$ cat config.mk
export PLATFORM = sky130hd
export DESIGN_NAME = mul16_seq
export DESIGN_NICKNAME = d
export VERILOG_FILES = /design/src/rtl/mul16_seq.sv
export SDC_FILE = /design/constraint.sdc
export NUM_CORES = 1
export LEC_CHECK = 0
export CAP_MARGIN = 20
export CORE_MARGIN = 4
export CORE_UTILIZATION = 56
export DETAILED_ROUTE_END_ITERATION = 6
export PLACE_DENSITY = 0.85
export SETUP_SLACK_MARGIN = 0.1
export SYNTH_ARGS = -nofsm -noshare
export SYNTH_HDL_FRONTEND = slang
export SYNTH_SLANG_ARGS = --single-unit
$ cat constraint.sdc
create_clock -name clk -period 9.17 [get_ports clk]
set_input_delay 1.834 -clock clk [delete_from_list [all_inputs] [get_ports clk]]
set_output_delay 1.834 -clock clk [all_outputs]
set_load 0.05 [all_outputs]
$ cat src/rtl/mul16_seq.sv
// rtl/mul16_seq.sv - sequential 16x16 shift-and-add multiplier (low 16 product bits)
//
// Add16: 16-bit ripple-carry adder used for every partial-product accumulation.
//   a_i, b_i [15:0] : addends
//   cin_i           : carry in
//   sum_o [15:0]    : a_i + b_i + cin_i (mod 2^16)
//   cout_o          : carry out of bit 15
//
// mul16_seq: multiply unit with valid/ready handshakes on both sides.
//   clk, rst_n      : clock, asynchronous active-low reset
//   in_valid/in_ready, a, b   : operand handshake (in_ready high only in IDLE)
//   out_valid/out_ready, out  : result handshake (out_valid high only in DONE)
//   Latency from accept edge to out_valid is 16 edges; result is identical
//   for unsigned and two's-complement operands.

module Add16 (
  input  logic [15:0] a_i,
  input  logic [15:0] b_i,
  input  logic        cin_i,
  output logic [15:0] sum_o,
  output logic        cout_o
);

  logic [16:0] carry;

  assign carry[0] = cin_i;

  for (genvar i = 0; i < 16; i++) begin : g_fa
    assign sum_o[i]     = a_i[i] ^ b_i[i] ^ carry[i];
    assign carry[i + 1] = (a_i[i] & b_i[i]) | (carry[i] & (a_i[i] ^ b_i[i]));
  end

  assign cout_o = carry[16];

endmodule

module mul16_seq (
  input  logic        clk,
  input  logic        rst_n,
  input  logic        in_valid,
  output logic        in_ready,
  input  logic [15:0] a,
  input  logic [15:0] b,
  output logic        out_valid,
  input  logic        out_ready,
  output logic [15:0] out
);

  typedef enum logic [1:0] {
    IDLE = 2'd0,
    BUSY = 2'd1,
    DONE = 2'd2
  } state_e;

  state_e      state_q, state_d;
  logic [15:0] mcand_q, mcand_d;
  logic [15:0] mplier_q, mplier_d;
  logic [15:0] acc_q, acc_d;
  logic [3:0]  cnt_q, cnt_d;

  logic [15:0] sum;
  // Product bits above 15 are discarded, so the adder carry-out goes nowhere.
  logic        carry_unused;

  Add16 u_add16 (
    .a_i    (acc_q),
    .b_i    (mcand_q),
    .cin_i  (1'b0),
    .sum_o  (sum),
    .cout_o (carry_unused)
  );

  // Handshake outputs depend on state only, never on in_valid/out_ready.
  assign in_ready  = (state_q == IDLE);
  assign out_valid = (state_q == DONE);
  assign out       = acc_q;

  always_comb begin
    state_d  = state_q;
    mcand_d  = mcand_q;
    mplier_d = mplier_q;
    acc_d    = acc_q;
    cnt_d    = cnt_q;

    case (state_q)
      IDLE: begin
        if (in_valid) begin
          mcand_d  = a;
          mplier_d = b;
          acc_d    = 16'h0000;
          cnt_d    = 4'd0;
          state_d  = BUSY;
        end
      end
      BUSY: begin
        if (mplier_q[0]) begin
          acc_d = sum;
        end
        // Always 16 iterations, even once the multiplier runs out of ones.
        mcand_d  = {mcand_q[14:0], 1'b0};
        mplier_d = {1'b0, mplier_q[15:1]};
        cnt_d    = cnt_q + 4'd1;
        if (cnt_q == 4'd15) begin
          state_d = DONE;
        end
      end
      DONE: begin
        if (out_ready) begin
          state_d = IDLE;
        end
      end
      default: begin
        state_d = IDLE;
      end
    endcase
  end

  always_ff @(posedge clk or negedge rst_n) begin
    if (!rst_n) begin
      state_q  <= IDLE;
      mcand_q  <= 16'h0000;
      mplier_q <= 16'h0000;
      acc_q    <= 16'h0000;
      cnt_q    <= 4'd0;
    end else begin
      state_q  <= state_d;
      mcand_q  <= mcand_d;
      mplier_q <= mplier_d;
      acc_q    <= acc_d;
      cnt_q    <= cnt_d;
    end
  end

endmodule

=== Yosys cells after proc, flatten, opt, wreduce, memory -nomap -nowiden ===
Cells that the tools add are included.

* Word-level logic and storage cells: 105
* Memories: 0
* Latch bits: 0
* RAM bits: 0
* Output and inout port bits: 18
* Flip-flop bits (word level): 54
* Memory bits (read-only): 0

* Equal/unequal tests: 7
* Divide/modulo/power cells: 0
* Shift-type cells: 0
* Bitwise gates (word level): 74
* Add/subtract/negate cells: 1
* $lt $le $gt $ge: 0
* Reduce and logical (&&, ||, !) cells: 5
* Mux-type cells: 13
* $mul: 0

{| class="wikitable"
|+ Operators with widths
! cell !! number
|-
| case mux 16 bit (2 select lines) || 3
|-
| two-way mux 16 bit || 4
|-
| bitwise XOR 1 bit || 31
|-
| AND 1 bit || 29
|-
| bitwise OR 1 bit || 14
|-
| case mux 4 bit (2 select lines) || 1
|-
| two-way mux 2 bit || 3
|-
| inequality test 2 bit, second input constant || 3
|-
| case mux 2 bit (3 select lines) || 1
|-
| AND reduction 3 bit || 2
|-
| adder 4 x 1 -> 4 bit, second input constant || 1
|-
| == test 4 bit, second input constant || 1
|-
| two-way mux 4 bit || 1
|-
| == test 2 x 1 -> 1 bit, second input constant || 1
|-
| == test 2 bit, second input constant || 1
|-
| logical NOT 2 bit || 1
|-
| inequality test 2 x 1 -> 1 bit, second input constant || 1
|-
| AND reduction 2 bit || 1
|-
| nonzero test 2 bit || 1
|}

=== Logic depth before layout (Yosys ltp) ===
Gate-level depths: netlist of run 1.

* Depth in word-level cells: 32
* Gate-level depth with buffers: 21
* Mapped depth without buffers: 21

=== Hierarchy ===
From an unflattened synthesis of run 1, not the netlist that was laid out.

* Cells, all modules: 268
* Area, all modules: 2,895.3 um2

{| class="wikitable"
|+ Modules (own cells, without submodules)
! module !! area each (um2) !! times used !! cells an instance !! seq. area each (um2)
|-
| mul16_seq || 2,537.4 || 1 || 242 || 1,351.3
|-
| Add16 || 357.8 || 1 || 26 || 0.0
|}

=== Least setup slack after synthesis of run 1 ===
Ideal clock, no wire load.

* Path type: reg2reg
* Start: reg acc_q[0], in the netlist out[0]
* End: reg acc_q[15], in the netlist out[15]
* Data arrival time: 6,402 ps
* Stages on the path, launching flop included: 22
* Slack: 2,625 ps
* Clock period less this slack: 6,545 ps
* Required time: 9,026 ps
* Path through: dfrtp_1 ha_1 inv_1 fa_1 fa_1 fa_1 fa_1 fa_1 fa_1 fa_1 fa_1 fa_1 fa_1 fa_1 fa_1 inv_1 fa_1 inv_1 fa_1 xor2_1 o221ai_1 o31ai_1

* Word-level cells in the longest chain between the ends: 32

{| class="wikitable"
|+ RTL lines
! item !! RTL line !! text
|-
| start, declared || 58 || <nowiki>logic [15:0] acc_q, acc_d;</nowiki>
|-
| start signal, assigned || 123 || <nowiki>acc_q <= 16'h0000;</nowiki>
|-
| start signal, assigned || 129 || <nowiki>acc_q <= acc_d;</nowiki>
|-
| AND 1 bit (2 in a row) || 30 || <nowiki>assign carry[i + 1] = (a_i[i] & b_i[i]) | (carry[i] & (a_i[i] ^ b_i[i]));</nowiki>
|-
| bitwise OR 1 bit || 30 ||
|-
| AND 1 bit || 30 ||
|-
| bitwise OR 1 bit || 30 ||
|-
| AND 1 bit || 30 ||
|-
| bitwise OR 1 bit || 30 ||
|-
| AND 1 bit || 30 ||
|-
| bitwise OR 1 bit || 30 ||
|-
| [... 15 more ...] || -- ||
|-
| bitwise OR 1 bit || 30 ||
|-
| AND 1 bit || 30 ||
|-
| bitwise OR 1 bit || 30 ||
|-
| AND 1 bit || 30 ||
|-
| bitwise OR 1 bit || 30 ||
|-
| bitwise XOR 1 bit || 29 || <nowiki>assign sum_o[i] = a_i[i] ^ b_i[i] ^ carry[i];</nowiki>
|-
| two-way mux 16 bit || 96 || <nowiki>if (mplier_q[0]) begin</nowiki>
|-
| case mux 16 bit (2 select lines) || 85 || <nowiki>case (state_q)</nowiki>
|}

No other way between the ends. The select of a mux whose other input is x is not followed.
A chain may end at the register's enable or synchronous reset.

=== Worst setup path after layout of run 1 ===
* Start: reg mcand_q[0]
* End: reg acc_q[15], in the netlist out[15]

* Word-level cells in the longest chain between the ends: 32

{| class="wikitable"
|+ RTL lines
! item !! RTL line !! text
|-
| start, declared || 56 || <nowiki>logic [15:0] mcand_q, mcand_d;</nowiki>
|-
| start signal, assigned || 127 || <nowiki>mcand_q <= mcand_d;</nowiki>
|-
| AND 1 bit (2 in a row) || 30 ||
|-
| bitwise OR 1 bit || 30 ||
|-
| AND 1 bit || 30 ||
|-
| bitwise OR 1 bit || 30 ||
|-
| AND 1 bit || 30 ||
|-
| bitwise OR 1 bit || 30 ||
|-
| AND 1 bit || 30 ||
|-
| bitwise OR 1 bit || 30 ||
|-
| [... 15 more ...] || -- ||
|-
| bitwise OR 1 bit || 30 ||
|-
| AND 1 bit || 30 ||
|-
| bitwise OR 1 bit || 30 ||
|-
| AND 1 bit || 30 ||
|-
| bitwise OR 1 bit || 30 ||
|-
| bitwise XOR 1 bit || 29 ||
|-
| two-way mux 16 bit || 96 ||
|-
| case mux 16 bit (2 select lines) || 85 ||
|}

No other way between the ends. The select of a mux whose other input is x is not followed.

==> results.yml, run 1 <==
clock_tree:
  cts_tree: "done"
  h-tree-depth: 2
  ctsRootBufferMaster: "clkbuf_8"
  clockBufferDepth: 2
  clock_sink_count: 54
  cts_hold_buffers: 0
  worst_setup_hold_path_clk_slew_ns: 0.11
  cts_resized: 0
  postCtsSetupBuffers: 0
  cts_made_buffers: 5
  clk_latency_ns: 0.32
final_layout:
  mostFrequentLayoutCells: "dfrtp_1, clkdlybuf4s50_1, inv_1, a21oi_1, nor2b_1"
  n_antenna_cell: 0
  syn2layout_area_growth_pct: 22.3
  final.fill_count: 394
  post_route_cells_drive_above_1_share_pct: 5.09
  final_common_cell: "dfrtp_1"
  final_nets: 385
  finish.utilization_pct: 70.6
synthesis:
  synth_sequential_area_ratio_pct: 45.8
  synth_edf_count: 0
  synth_area_per_cell_um2: 10.3
  number_of_different_library_cells_in_the_post_synthesis_netlist: 35
  synthesized_nets: 339
  async_reset_ff_share_pct: 100
  synth.yosys.warnings: 0
  ys.flop_type: "dfrtp_1"
  netlist_instances: 287
  synth-seq-cells: 54
  syn-cell-area_um2: 2950
route:
  wl_per_cell_um: 16.2
  via_density_per_instance: 5.71
  drc: 0
  detail_route.first_pass.iterations: 4
  drt-initial-drc-count: 130
  route.final.wire_length_um: 6530
  via_count: 2307
  antenna_left: 0
place:
  hpwl_um: 4520
  gp_congestion: 0.842
  port-buffer-count: 53
  dpl_worst_slack_ns: 2.61
floorplanning:
  floorplan.die.height_um: 80.6
  io_pins: 54
  die-area_um2: 6490
  start_util_pct: 57.7
  core_um2: 5110
  die-width_um: 80.6
  fp-row-count: 26
worst_setup_path:
  required_arrival_time_at_the_worst_endpoint_ns: 9.36
  worstReg2RegStart: "mcand_q[0]"
  r2r.worst_path.cells: 21
  reg2reg_setup_slack_ns: 2.59
  critical_path_peak_fanout: 4
  crit_path_end_kind: "flip-flop"
  path_class: "reg2reg"
  critical_path.startpoint: "mcand_q[0]"
  worst_setup_path_start_kind: "flip-flop"
  reg2reg_to: "out[15]"
  cp.arrival_ns: 6.77
pwr:
  fin_total_pwr_mw: 1.05
  static-leakage-power_nw: 1.50
  worst_ir_drop_vdd_mv: 0.167
  total_power_density_per_cell_area_nw_per_um2: 290
timing:
  setup_viol: 0
  clock_skew_ns: 0.0193
  finalCriticalPeriod_ns: 6.58
  postLayoutSetupSlackWorst_ns: 2.59
  final.period_utilization_pct: 71.7
  timing_worst_slew_pin_value_ns: 0.798
  rsz0062_at_grt: "false"
  slew-limit-headroom_pct: 46.7
  fmax_ghz: 0.152
  total_count_of_hold_check_failures_in_the_final_report: 0
  setup_total_negative_slack_ns: 0
  finalMaxSlewViolations: 0
global_routing:
  global_route_wire_length_before_repair_um: 11100
  grt_pass1_vias: 2272
  initial_antenna_violation_count: 0
  pin_count_of_the_biggest_net_entering_global_routing: 55
  grt_overflow_total: 0
  grt.total_usage_pct: 22.3
min_path:
  min_delay_path_depth: 1
  hp-class: "reg2reg"
  hold_path.startpoint: "out[15]"
  hold_path_end: "out[15]"
run_status:
  run_status: "finished, final reports clean"
job:
  max_cap_viols: 0
==> report_power, final <==
group          switching, mW  leakage (nW)  internal (mW)  total, mW
logic                  0.290         0.741          0.197      0.487
clock network         0.0797        0.0514         0.0816      0.161
registers             0.0742         0.705          0.325      0.399
total                  0.444          1.50          0.603       1.05
==> final cells by class <==
class / instances / area [um^2] / share of cell area, %
multi-input cells: 183 / 1370 / 38.1
clock buffers: 6 / 72.6 / 2.01
flip-flops and latches: 54 / 1350 / 37.5
repair buffers: 59 / 571 / 15.8
clock inverters: 2 / 37.5 / 1.04
well taps: 70 / 87.6 / 2.43
inverters: 30 / 113 / 3.12
==> cell families after synthesis <==
logic type,Yosys count,share of synthesized area [%]
AOI/OAI and AO/OA,106,23.6
xor gates and xnor gates,1,0.297
adders and majority gates,16,10.4
buffers and inverters,50,7.56
DFF,54,45.8
muxes,1,0.382
and+or+nand+nor,59,12.0
==> worst max-delay path by stage <==
stage,end,cells past startpoint,slack [ns]
4_1_cts,out[15],21,2.59
3_3_place_gp,out[15],21,2.78
2_1_floorplan,out[15],21,2.62
6_report,out[15],21,2.59
5_1_grt,out[15],21,2.38
3_5_place_dp,out[15],21,2.61
==> worst max-delay path, cell delays in order, from the launching register on <==
cell	delay (ns)
dfrtp_1	0.39
ha_1	0.16
inv_1	0.04
fa_1	0.37
fa_1	0.39
fa_1	0.40
fa_1	0.41
fa_1	0.39
fa_1	0.39
fa_1	0.39
fa_1	0.42
fa_1	0.42
fa_1	0.40
fa_1	0.39
fa_1	0.37
inv_1	0.07
fa_1	0.17
inv_1	0.06
fa_1	0.39
xor2_1	0.17
o221ai_1	0.16
o31ai_1	0.11
==> registers in the layout, summed over array words and instances (netlist names) <==
signal and count:
state_q 2, out 16, mplier_q 16, mcand_q 16, cnt_q 4
==> Yosys cell counts, types with 2 or more instances <==
cell,instances,area share [%]
dfrtp_1,54,46
a21oi_1,30,5.1
inv_1,30,3.8
nor2b_1,20,4.2
a22oi_1,18,4.6
o21ai_0,18,3.1
nand2_1,16,2.0
fa_1,14,9.5
o21ai_1,14,2.4
o2bb2ai_1,14,4.2
and3b_1,11,3.3
buf_2,8,1.4
clkbuf_1,5,0.64
buf_4,4,1.0
nand3_1,3,0.51
a22o_1,2,0.59
a2bb2oi_1,2,0.59
a32o_1,2,0.68
and2b_1,2,0.51
clkbuf_2,2,0.34
ha_1,2,0.85
nor2_1,2,0.25
o21bai_4,2,1.3
==> per-stage QoR <==
stage | instances | hold WS, ns | area, um^2
after floorplan | 287 | 0.450 | 2950
after global placement | 396 | 0.465 | 3500
after detailed placement | 396 | 0.492 | 3500
after CTS | 404 | 0.506 | 3610
after global routing | 404 | 0.542 | 3610
final | 404 | 0.510 | 3610
==> metal layers <==
layer | up-vias | track usage (%) | routed length [um]
li1 | 1086 | - | -
met1 | 1155 | 33.4 | 2980
met2 | 58 | 32.0 | 3110
met3 | 8 | 5.04 | 319
met4 | 0 | 7.09 | 116
met5 | - | 0 | 0
Power figures use the tool's default switching activity.
==> run 2: changes to the inputs <==
- CORE_UTILIZATION: 56 -> 47
- PLACE_DENSITY: 0.85 -> 0.76
- clock period: 9.17 -> 5.79 ns (I/O delays scaled with it)
==> run 2 against run 1 <==
Power increased by 55%. Non-clock buffer count rose by 3. Cell area up 1.5%. The run now ends with setup timing left. Setup slack worse by 2.7 ns. Largest power group unchanged. Utilization shrank 9.5 points. Highest routed layer unchanged. Fmax increased by 12%.
==> results.yml, run 2 (synthesized netlist as in run 1, its figures left out) <==
clock_tree:
  clock_sink_count: 54
  h-tree-depth: 2
  worst_setup_hold_path_clk_slew_ns: 0.09
  clockBufferDepth: 2
  cts_tree: "done"
  cts_made_buffers: 5
  cts_hold_buffers: 0
  ctsRootBufferMaster: "clkbuf_8"
  clk_latency_ns: 0.31
timing:
  clock_skew_ns: 0.00559
  final.period_utilization_pct: 101
  postLayoutSetupSlackWorst_ns: -0.0795
  finalMaxSlewViolations: 0
  slew-limit-headroom_pct: 54.8
  rsz0062_at_grt: "true"
  timing_worst_slew_pin_value_ns: 0.678
  setup_total_negative_slack_ns: -0.0795
  finalCriticalPeriod_ns: 5.87
  fmax_ghz: 0.170
  setup_viol: 1
  total_count_of_hold_check_failures_in_the_final_report: 0
pwr:
  comb_power_share_pct: 48.0
  power.sequential.fraction_pct: 39.4
  power.switching_mw: 0.694
  static-leakage-power_nw: 1.50
  p_sw_share_pct: 42.7
  fin_total_pwr_mw: 1.63
  total_power_density_per_cell_area_nw_per_um2: 444
  worst_ir_drop_vdd_mv: 0.223
  internal_power_mw: 0.931
  share_clk_of_total_power_pct: 12.5
min_path:
  hold_path.startpoint: "mcand_q[9]"
  hold_path_end: "mcand_q[9]"
  min_delay_path_depth: 2
  hp-class: "reg2reg"
worst_setup_path:
  reg2reg_setup_slack_ns: -0.08
  required_arrival_time_at_the_worst_endpoint_ns: 5.96
  cp_cell_instances: "ha_4 > inv_2 > fa_2 > fa_2 > fa_2 > fa_2 > fa_2 > fa_2 > fa_2 > fa_2 > fa_2 > fa_2 > fa_2 > fa_2 > inv_2 > fa_2 > inv_2 > fa_2 > xor2_1 > o221ai_1 > o31ai_1"
  path_class: "reg2reg"
  worst_setup_path_start_kind: "flip-flop"
  reg2reg_to: "out[15]"
  cp_slowest_stage_delay_ns: 0.40
  cp.arrival_ns: 6.04
  worstReg2RegStart: "mcand_q[0]"
  critical-path-top-cell-by-count: "fa_2"
  critical_path_peak_fanout: 2
  crit_path_end_kind: "flip-flop"
  r2r.worst_path.cells: 21
  cpMaxStageDelayCell: "dfrtp_1"
place:
  hpwl_um: 4470
  placed_cells_incl_taps: 403
  postPlaceCellArea_um2: 3560
  gp_congestion: 0.838
  port-buffer-count: 53
route:
  wl_per_cell_um: 15.6
  via_count: 2287
  via_density_per_instance: 5.55
  antenna_left: 0
  drt-initial-drc-count: 109
  route.final.wire_length_um: 6450
  detail_route.first_pass.iterations: 4
  drc: 0
final_layout:
  mostFrequentLayoutCells: "dfrtp_1, clkdlybuf4s50_1, a21oi_1"
  seqCellArea_um2: 1350
  post_route_cells_drive_above_1_share_pct: 11.6
  postLayoutCellArea_um2: 3660
  final-instance-count-excl-fill: 412
  final.fill_count: 505
  multi_input_gate_area_in_the_final_layout_um2: 1430
  n_antenna_cell: 0
  syn2layout_area_growth_pct: 24.2
  final_nets: 388
global_routing:
  grt.total_usage_pct: 18.1
  grt_pass1_vias: 2286
  pin_count_of_the_biggest_net_entering_global_routing: 55
  global_route_wire_length_before_repair_um: 10900
  initial_antenna_violation_count: 0
  grt_overflow_total: 0
floorplanning:
  io_pins: 54
  die-area_um2: 7600
  core_um2: 5990
  start_util_pct: 49.2
  fp-row-count: 28
  floorplan.die.height_um: 87.2
  die-width_um: 87.2
run_status:
  run_status: "complete, but fails checks"
  failed_checks: "setup timing"
job:
  max_cap_viols: 0
## run 2: power groups by stage
stage	Combinational, mW	Sequential, mW	Clock, mW
global route	0.866	0.663	0.225
global placement	0.754	0.641	0
CTS	0.783	0.638	0.209
detailed placement	0.779	0.644	0
floorplan	0.431	0.754	0
finish	0.781	0.641	0.204
## run 2: repair_timing
action | CTS | global route
setup endpoints to repair | 1 | 2
pin swaps | 2 | 0
buffers inserted | 0 | 1
resized for setup | 1 | 4
## run 2: layer usage
layer | track usage, % | vias up | routed length [um]
met5 | 0 | - | 0
met4 | 5.86 | 0 | 72
met3 | 2.55 | 5 | 248
met2 | 29.0 | 47 | 3120
met1 | 25.5 | 1146 | 3000
li1 | - | 1089 | -
## run 2: cell type report
cell class              count  area share, %
repair buffers             62           16.2
multi-input cells         183           39.0
well taps                  75           2.56
clock buffers               8           2.19
inverters                  30           3.08
flip-flops and latches     54           37.0
## run 2: through the flow
step,hold WS (ns),worst slack (ns),utilization [%]
2_1_floorplan,0.450,-0.145,-
3_3_place_gp,0.467,-0.0429,59.5
3_5_place_dp,0.474,-0.114,59.5
4_1_cts,0.494,-0.0924,60.8
5_1_grt,0.521,-0.294,61.1
6_report,0.489,-0.0795,61.1
## run 2: worst max path at each step
stage / start / end / slack [ns] / cells after the start
6_report: mcand_q[0] / out[15] / -0.08 / 21
5_1_grt: mcand_q[0] / out[15] / -0.29 / 21
4_1_cts: mcand_q[0] / out[15] / -0.09 / 21
3_5_place_dp: mcand_q[0] / out[15] / -0.11 / 21
3_3_place_gp: mcand_q[0] / out[15] / -0.04 / 21
2_1_floorplan: out[0] / out[15] / -0.15 / 21
## run 2: worst max-delay path, delay by kind of cell, from the launching register on
kind	cells	cell delay (ns)
adder cells (fa/ha/maj)	15	4.78
flip-flops	1	0.40
AO/OA/AOI/OAI	2	0.25
XOR/XNOR	1	0.16
buffers and inverters	3	0.13
==> patch: new RTL, config.mk and constraints of run 2 <==
Encoding of `state_e`: now one-hot (3 bits for 3 states).
--- a/src/rtl/mul16_seq.sv
+++ b/src/rtl/mul16_seq.sv
@@ -48,6 +48,6 @@
 
-  typedef enum logic [1:0] {
-    IDLE = 2'd0,
-    BUSY = 2'd1,
-    DONE = 2'd2
+  typedef enum logic [2:0] {
+    IDLE = 3'b001,
+    BUSY = 3'b010,
+    DONE = 3'b100
   } state_e;
Behaviour: no difference found for any inputs over 4 cycles, from zero or initial values and one cycle with rst_n low; so few cycles prove little.
==> patch against run 2 <==
- via count up 1.3%
- die area up 3.9%
- worst hold slack better by 19 ps
- utilization down 1.5 points
- wire length down 4.3%
- critical endpoint unchanged
- worst setup slack worse by 110 ps
- power up 33%
- non-clock buffer count down 1
- synthesized area up 4.3%
- sequential cell count up 1
- final area up 3.4%
- sequential power up 9.0%
- sequential share of layout area down 0.52 points
- the run still ends with negative setup slack left
==> patch: results (changes against run 2) <==
metric;value;unit;change
dpl cells;425;;+5.5%
Hold Startpoint;cnt_q[0];;
VDD IR max;0.000411;V;+84%
hold slack;508;ps;+18.6 ps
# setup viols final;1;;unchanged
post-synth net total;364;;+7.4%
dominant cells by area after synthesis;dfrtp_1, fa_1, nand2_1, a31oi_1, o31ai_2;;
Routed WL;6170;um;-4.3%
met3 WL;415;um;+67%
most instantiated cells after synthesis;nand2_1, dfrtp_1, inv_1, a31oi_1, nor3_1;;
Lkg Pwr;1.55;nW;+3.1%
layout cells sized above 1;15.1;%;+3.6 points
final non-filler cell total;434;;+5.3%
GRT Total Usage;17.4;%;-0.74 points
vias in the first global route;2382;;+4.2%
# nets final;408;;+5.2%
status;complete, but fails checks;;
Top Metal Used;met4;;
Hold/Removal Path Class;reg2reg;;
Final WS setup;-190;ps;-110 ps
pre-CTS WS;-165;ps;-51.3 ps
GR Util met3;4.10;%;+1.5 points
sw power;0.975;mW;+40%
overall power;2.16;mW;+33%
failing checks;negative setup slack;;
largest net degree at the start of global routing;70;;+27%
grt met1 use;23.5;%;-2.0 points
vias per cell;5.34;;-3.9%
Layout Skew;3.96;ps;-1.63 ps
Distinct cells, synth;38;;+8.6%
# fillers;550;;+8.9%
Hold Path Depth;1;;-1
routed wl met2;2820;um;-9.6%
sequential power share;32.4;%;-7.0 points
M1 wire length;2910;um;-3.2%
Initial DRC Count;148;;+36%
placed inst area;3670;sq um;+3.1%
Worst Hold Path EP;cnt_q[0];;
post-synthesis sequential area ratio;44.8;%;-1.0 points
Final TNS setup;-190;ps;-110 ps
GPL Wtd Cong;0.756;;-9.8%
Post-DP HPWL;4050;um;-9.5%
met2 Use GR;28.5;%;-0.44 points
Comb pwr share;56.2;%;+8.2 points
Slew HR;31.5;%;-23 points
Cells after Synth;312;;+8.7%
[patch: cell type report]
type                       instances  area (sq um)  share of cell area [%]
clock inverter                     1          30.0                   0.793
multi-input combinational        200          1490                    39.4
tap                               77          96.3                    2.55
inverter                          33           124                    3.27
sequential                        55          1380                    36.5
clock buffer                       7          76.3                    2.02
timing repair buffer              61           586                    15.5
[patch: worst max path at each step]
stage,endpoint,cells past startpoint
2_1_floorplan,out[15],21
3_5_place_dp,out[15],21
4_1_cts,out[15],21
3_3_place_gp,out[15],21
6_report,out[15],21
5_1_grt,out[15],21
[patch: cells by family (layout without fill, tap and decap cells)]
family	Yosys count	count (layout)	synth area share, %
xor gates and xnor gates	2	2	0.570
AOI/OAI and AO/OA	54	54	14.7
adders and majority gates	16	16	9.93
and+or+nand+nor	122	122	19.5
muxes	6	6	1.95
buffers and inverters	57	102	8.55
DFF	55	55	44.8
[patch: what timing repair did]
item | CTS | global route
endpoints found under the setup margin | 2 | 3
buffers inserted | 1 | 0
pin swaps | 0 | 1
gates resized for setup | 0 | 1
